## src/rtl/maxnet_pkg.sv

```systemverilog
// Shared constants, the iteration-counter width helper and the status
// record committed at the end of each MaxNet iteration.
package maxnet_pkg;

   localparam int NEURONS   = 4;
   localparam int WIDTH     = 8;
   localparam int EPS_SHIFT = 2;
   localparam int MAX_ITER  = 16;

   // Counter must be able to hold MAX_ITER itself (saturation value).
   function automatic int iter_width(input int max_iter);
      return $clog2(max_iter) + 1;
   endfunction

   typedef struct packed {
      logic [1:0]       idx;   // lowest index with a non-zero activation
      logic [WIDTH-1:0] val;   // activation at idx, 0 if none
      logic [2:0]       nz;    // number of non-zero activations
      logic             to;    // more than one survivor at commit
   } status_t;

endpackage

```

## src/rtl/maxnet_neuron_update.sv

```systemverilog
// One neuron's lateral-inhibition step: subtract eps * (sum of the other
// activations) from this activation, clamping at zero.
module maxnet_neuron_update #(
   parameter int WIDTH     = 8,
   parameter int EPS_SHIFT = 2
) (
   input  logic [WIDTH-1:0] a_self,
   input  logic [WIDTH-1:0] a_other0,
   input  logic [WIDTH-1:0] a_other1,
   input  logic [WIDTH-1:0] a_other2,
   output logic [WIDTH-1:0] next_val
);

   logic [WIDTH+1:0] sum_s;
   logic [WIDTH+1:0] dec_s;

   // Sum is two bits wider than an activation so three operands never wrap.
   always_comb begin
      sum_s = {2'b00, a_other0} + {2'b00, a_other1} + {2'b00, a_other2};
      dec_s = sum_s >> EPS_SHIFT;
      if (dec_s >= {2'b00, a_self}) begin
         next_val = '0;
      end else begin
         next_val = a_self - dec_s[WIDTH-1:0];
      end
   end

endmodule

```

## src/rtl/maxnet_datapath.sv

```systemverilog
// MaxNet responder datapath: input latch, activation and next-value
// registers, iteration counter, status and host-visible result registers.
// Sequencing is owned by the external controller through the strobes.
module maxnet_datapath
   import maxnet_pkg::*;
#(
   parameter int WIDTH     = maxnet_pkg::WIDTH,
   parameter int EPS_SHIFT = maxnet_pkg::EPS_SHIFT,
   parameter int MAX_ITER  = maxnet_pkg::MAX_ITER
) (
   input  logic                              clk,
   input  logic                              rst,
   input  logic                              sel,
   input  logic                              en0,
   input  logic                              en1,
   input  logic                              en2,
   input  logic                              en3,
   input  logic                              done,
   input  logic [WIDTH-1:0]                  din0,
   input  logic [WIDTH-1:0]                  din1,
   input  logic [WIDTH-1:0]                  din2,
   input  logic [WIDTH-1:0]                  din3,
   output logic                              complete,
   output logic [1:0]                        winner_idx,
   output logic [WIDTH-1:0]                  winner_val,
   output logic                              no_winner,
   output logic                              timeout,
   output logic [iter_width(MAX_ITER)-1:0]   iter_count,
   output logic                              result_valid
);

   localparam int ITER_W = iter_width(MAX_ITER);

   logic [WIDTH-1:0] latch_r [NEURONS];
   logic [WIDTH-1:0] a_r     [NEURONS];
   logic [WIDTH-1:0] p_r     [NEURONS];
   logic [WIDTH-1:0] next_s  [NEURONS];
   status_t          status_r;
   status_t          status_s;
   logic             found_s;

   // Each neuron sees itself and the other three activations in rotation.
   for (genvar i = 0; i < NEURONS; i++) begin : g_neuron
      maxnet_neuron_update #(
         .WIDTH     (WIDTH),
         .EPS_SHIFT (EPS_SHIFT)
      ) u_update (
         .a_self   (a_r[i]),
         .a_other0 (a_r[(i + 1) % NEURONS]),
         .a_other1 (a_r[(i + 2) % NEURONS]),
         .a_other2 (a_r[(i + 3) % NEURONS]),
         .next_val (next_s[i])
      );
   end

   // Survivor count, lowest surviving index and its value, taken from p.
   always_comb begin
      status_s = '0;
      found_s  = 1'b0;
      for (int i = 0; i < NEURONS; i++) begin
         status_s.nz = status_s.nz + {2'b00, |p_r[i]};
         if (!found_s && (|p_r[i])) begin
            status_s.idx = 2'(i);
            status_s.val = p_r[i];
            found_s      = 1'b1;
         end else begin
            found_s = found_s;
         end
      end
      status_s.to = (status_s.nz > 3'd1);
   end

   // Sequencer samples this after en2 and during en3; p and the count are stable then.
   always_comb begin
      complete = (status_s.nz <= 3'd1) || (iter_count == ITER_W'(MAX_ITER - 1));
   end

   // Input latch captures the initial activations on en0.
   always_ff @(posedge clk or posedge rst) begin
      if (rst) begin
         for (int i = 0; i < NEURONS; i++) latch_r[i] <= '0;
      end else if (en0) begin
         latch_r[0] <= din0;
         latch_r[1] <= din1;
         latch_r[2] <= din2;
         latch_r[3] <= din3;
      end
   end

   // Neuron registers load from the input latch (start) or from p (next iteration).
   always_ff @(posedge clk or posedge rst) begin
      if (rst) begin
         for (int i = 0; i < NEURONS; i++) a_r[i] <= '0;
      end else if (en1) begin
         for (int i = 0; i < NEURONS; i++) a_r[i] <= sel ? latch_r[i] : p_r[i];
      end
   end

   // Next-value register captures the inhibition result computed from current a.
   always_ff @(posedge clk or posedge rst) begin
      if (rst) begin
         for (int i = 0; i < NEURONS; i++) p_r[i] <= '0;
      end else if (en2) begin
         for (int i = 0; i < NEURONS; i++) p_r[i] <= next_s[i];
      end
   end

   // Iteration counter: cleared by a new start, saturates at the cap.
   always_ff @(posedge clk or posedge rst) begin
      if (rst) begin
         iter_count <= '0;
      end else if (en0) begin
         iter_count <= '0;
      end else if (en3 && (iter_count != ITER_W'(MAX_ITER))) begin
         iter_count <= iter_count + ITER_W'(1);
      end
   end

   // Status snapshot of p at each committed iteration.
   always_ff @(posedge clk or posedge rst) begin
      if (rst) begin
         status_r <= '0;
      end else if (en3) begin
         status_r <= status_s;
      end
   end

   // Host result registers; winner fields are forced to 0 when there is no winner.
   always_ff @(posedge clk or posedge rst) begin
      if (rst) begin
         winner_idx <= 2'd0;
         winner_val <= '0;
         no_winner  <= 1'b0;
         timeout    <= 1'b0;
      end else if (done) begin
         if ((status_r.nz == 3'd0) || status_r.to) begin
            winner_idx <= 2'd0;
            winner_val <= '0;
            no_winner  <= 1'b1;
         end else begin
            winner_idx <= status_r.idx;
            winner_val <= status_r.val;
            no_winner  <= 1'b0;
         end
         timeout <= status_r.to;
      end
   end

   // Result-valid flag: set by done, dropped when a new run starts.
   always_ff @(posedge clk or posedge rst) begin
      if (rst) begin
         result_valid <= 1'b0;
      end else if (en0) begin
         result_valid <= 1'b0;
      end else if (done) begin
         result_valid <= 1'b1;
      end
   end

endmodule

```

## config.mk

```make
export PLATFORM = sky130hd
export DESIGN_NAME = maxnet_datapath
export DESIGN_NICKNAME = d
export VERILOG_FILES = /design/src/rtl/maxnet_pkg.sv /design/src/rtl/maxnet_neuron_update.sv /design/src/rtl/maxnet_datapath.sv
export SDC_FILE = /design/constraint.sdc
export NUM_CORES = 1
export LEC_CHECK = 0
export ABC_AREA = 1
export CAP_MARGIN = 15
export CORE_UTILIZATION = 45
export DETAILED_ROUTE_END_ITERATION = 6
export GPL_TIMING_DRIVEN = 0
export MAX_ROUTING_LAYER = met4
export PLACE_DENSITY = 0.62
export REMOVE_ABC_BUFFERS = 1
export SYNTH_ARGS = -nofsm -noshare
export SYNTH_HDL_FRONTEND = slang
export SYNTH_HIERARCHICAL = 1
export SYNTH_SLANG_ARGS = --single-unit
```

## constraint.sdc

```tcl
create_clock -name clk -period 4.2 [get_ports clk]
set_input_delay 0.42 -clock clk [delete_from_list [all_inputs] [get_ports clk]]
set_output_delay 0.42 -clock clk [all_outputs]
set_load 0.02 [all_outputs]
```

==> results.md <==
- Hold Vio Cnt, Final: 0
- Most frequent cells after synthesis: 379 x nand2_1, 195 x inv_1, 128 x dfrtp_1
- Netlist cell types: 41
- RSZ-0062 raised after global routing: false
- VDD IR-drop max: 0.528 mV
- DIE WIDTH: between 100 and 150 um
- Final Cell Area: 11000 um2
- CTS tree: done
- Critical path depth: 13
- Period utilisation layout: 0.935
- CP delay by family, top: buffers and inverters
- # rows: 52
- Post-synthesis sequential area ratio: 0.339
- DP HPWL: 17.4 mm
- Initial Util: 0.463
- Die area: 21600 um2
- Clk pin slew, worst setup/hold paths: roughly 0.06 ns
- Root buffer cell: clkbuf_16
- Cell with the most instances after synthesis: nand2_1
- Core Footprint: just over 20000 um2
- Num CTS Buffers: 17
- Vias in the first global route: approximately 7500
- Number of port buffers: 58
- Crit path buffers/inverters: 5
- DR iter-0 viols: about 430
- Achievable Freq: 255 MHz
- Via density: 4.96
- Most common cell on crit path: inv_1
- Longest Clk Path Bufs: 2
- EDFF count, synth: 0
- Area fraction of the dominant cell type after synthesis: 0.339
- Synth warn: 6
- Pwr per Cell Area: ~900 nW/um2
- Register area: around 3200 um2
- Crit Reg-Reg Startpoint: a_r[9]
- Layout fillers: 1975
- Critical path endpoint category: output pin
- HP Class: input port to async pin
- IO Pins: 59
- Die height: 147 um
- Top area cells in the synthesized netlist: dfrtp_1 34%, nand2_1 15%, ha_1 9.1%
- WL final: around 23 mm
- CP Cell Sequence: inv_1, nand2_1, nor2_1, nand2_1, inv_1, fa_1, inv_1, ha_1, inv_1, ha_1, o31ai_2, or2_2, clkdlybuf4s50_1
- Critical-path maximum fanout: 3
- Slowest stage delay, CP: 0.59 ns
- Worst Setup Start Kind: flop
- Final design utilization: 0.537
- Final Max Tran Viols: 0
- Post-synth top area cell: dfrtp_1
- Outcome: finished, final reports clean
- Initial antenna violation count: 0
- Drt drc: 0
- Critical path arrival: roughly 3.5 ns
- R2r worst-path depth: 16
- Antenna-violating nets left: 0
- Area growth from synthesis to layout: 16.1%
- Layout cells sized above 1: 0.0677
- DP Area: 10300 um2
- Final Skew: 0.00824 ns
- Total GRT Usage: 0.234
- Avg Cell Area, Syn: 7.54 um2
- Number of synthesized register bits: 128
- GPL Wtd Cong: 0.884
- First-pass GRT wire length: about 38 mm
- Worst path slowest cell: clkdlybuf4s50_1
- Crit path from: p_r[6]
- R2R Setup Slk: around 0.65 ns
- Htree depth: 4
- Worst-Skew Late Latency: 0.43 ns
- Setup crit end: complete
- Post-DR wirelength/cell: between 10 and 15 um
- Multi-input gate area: ~5400 um2
- FF-to-FF End: p_r[16]
- Main synth FF type: dfrtp_1
- Largest net degree at the start of global routing: 73
- Async S/R FF share, synth: 1.00
- Final Critical Period: 3.93 ns
- Slew at the pin closest to its max-slew limit: 0.906 ns
- Vias post-DR: 7859
- Mapped Cells: 1255
- 1st-pass router iterations: 4
- Slew headroom: 0.393
- Post-Synthesis Cell Area: ~9500 um2
- Diodes inserted: 0
- Worst EP required: 3.78 ns
- Setup Crit Path Kind: flop to output pin
- Max-cap violation count: 0
- # setup viols final: 0
- P_leak: 5.72 nW
- Remaining Overflow, GRT: 0
- Setup TNS: 0 ns
- Final Net Count: 1448
- Sinks on the clock net: roughly 130
[flip-flops by register name, indices dropped and copies added, names as in the netlist]
register	cells
a_r	32
latch_r	32
p_r	32
status_r	14
winner_val	8
iter_count	5
winner_idx	2
no_winner	1
result_valid	1
timeout	1
[layer usage]
layer / share of wire / global-route usage / vias to the layer above
met5: 0 / - / -
met4: 0.010 / 0.0459 / 0
met3: 0.041 / 0.0379 / 17
met2: 0.46 / 0.370 / 145
met1: 0.48 / 0.319 / 3666
li1: - / - / 4031
[cells in the final DEF (no fill, tap or decap), types with 6 or more instances in the layout]
| cell | n |
|---|---|
| nand2_1 | 379 |
| inv_1 | 194 |
| dfrtp_1 | 128 |
| nor2_1 | 102 |
| ha_1 | 69 |
| o21ai_0 | 65 |
| clkdlybuf4s50_1 | 54 |
| nand3_1 | 53 |
| a21oi_1 | 52 |
| fa_1 | 37 |
| clkbuf_16 | 17 |
| xnor2_1 | 17 |
| nand2_2 | 14 |
| o21a_1 | 14 |
| nand4_1 | 11 |
| a22o_1 | 10 |
| xor2_1 | 10 |
| mux2_2 | 10 |
| o211ai_1 | 10 |
| nand3b_1 | 6 |
[report_power, final]
part           switching [mW]  internal (mW)  total [mW]
Combinational            3.84           2.56        6.40
Sequential              0.369           1.55        1.92
Clock                   0.599           1.08        1.68
[area by class of cell]
cell class	count	area share
Clock inverter	14	0.0209
Multi-Input combinational cell	894	0.489
Sequential cell	128	0.292
Inverter	199	0.0685
Clock buffer	18	0.0400
Tap cell	270	0.0308
Timing Repair Buffer	62	0.0590
[cells by family after synthesis]
| logic type | Yosys count | synth area share |
|---|---|---|
| fa+ha+maj | 106 | 0.170 |
| simple gates | 584 | 0.257 |
| mux | 10 | 0.0119 |
| flops | 128 | 0.339 |
| buf+inv | 233 | 0.0946 |
| xor+xnor | 27 | 0.0250 |
| compound gates | 167 | 0.103 |
[how the worst min path moves through the flow]
stage | startpoint | endpoint | slack, ns | cells past startpoint
2_1_floorplan | latch_r[17] | latch_r[17] | 0.44 | 2
3_3_place_gp | latch_r[30] | latch_r[30] | 0.46 | 2
3_5_place_dp | latch_r[26] | latch_r[26] | 0.46 | 2
4_1_cts | rst | status_r[0] | 0.45 | 2
5_1_grt | rst | status_r[3] | 0.48 | 2
6_report | rst | status_r[0] | 0.42 | 2
[stage by stage]
step                      std cells  hold slack (ns)  setup slack, ns  power (mW)
after floorplan                1221            0.442            0.367        6.81
after global placement         1549            0.456            -1.58        8.19
after detailed placement       1553            0.458            0.653        8.29
after CTS                      1585            0.447            0.227        10.0
after global routing           1585            0.480           0.0564        11.1
final                          1585            0.422            0.274        10.0
[repair_timing]
item / in CTS / in global routing
hold buffers: 0 / 0
endpoints found under the hold margin: 0 / 0
buffers inserted: 0 / 0
endpoints found under the setup margin: 0 / 1
resized for setup: 0 / 2
Power figures use the tool's default switching activity.
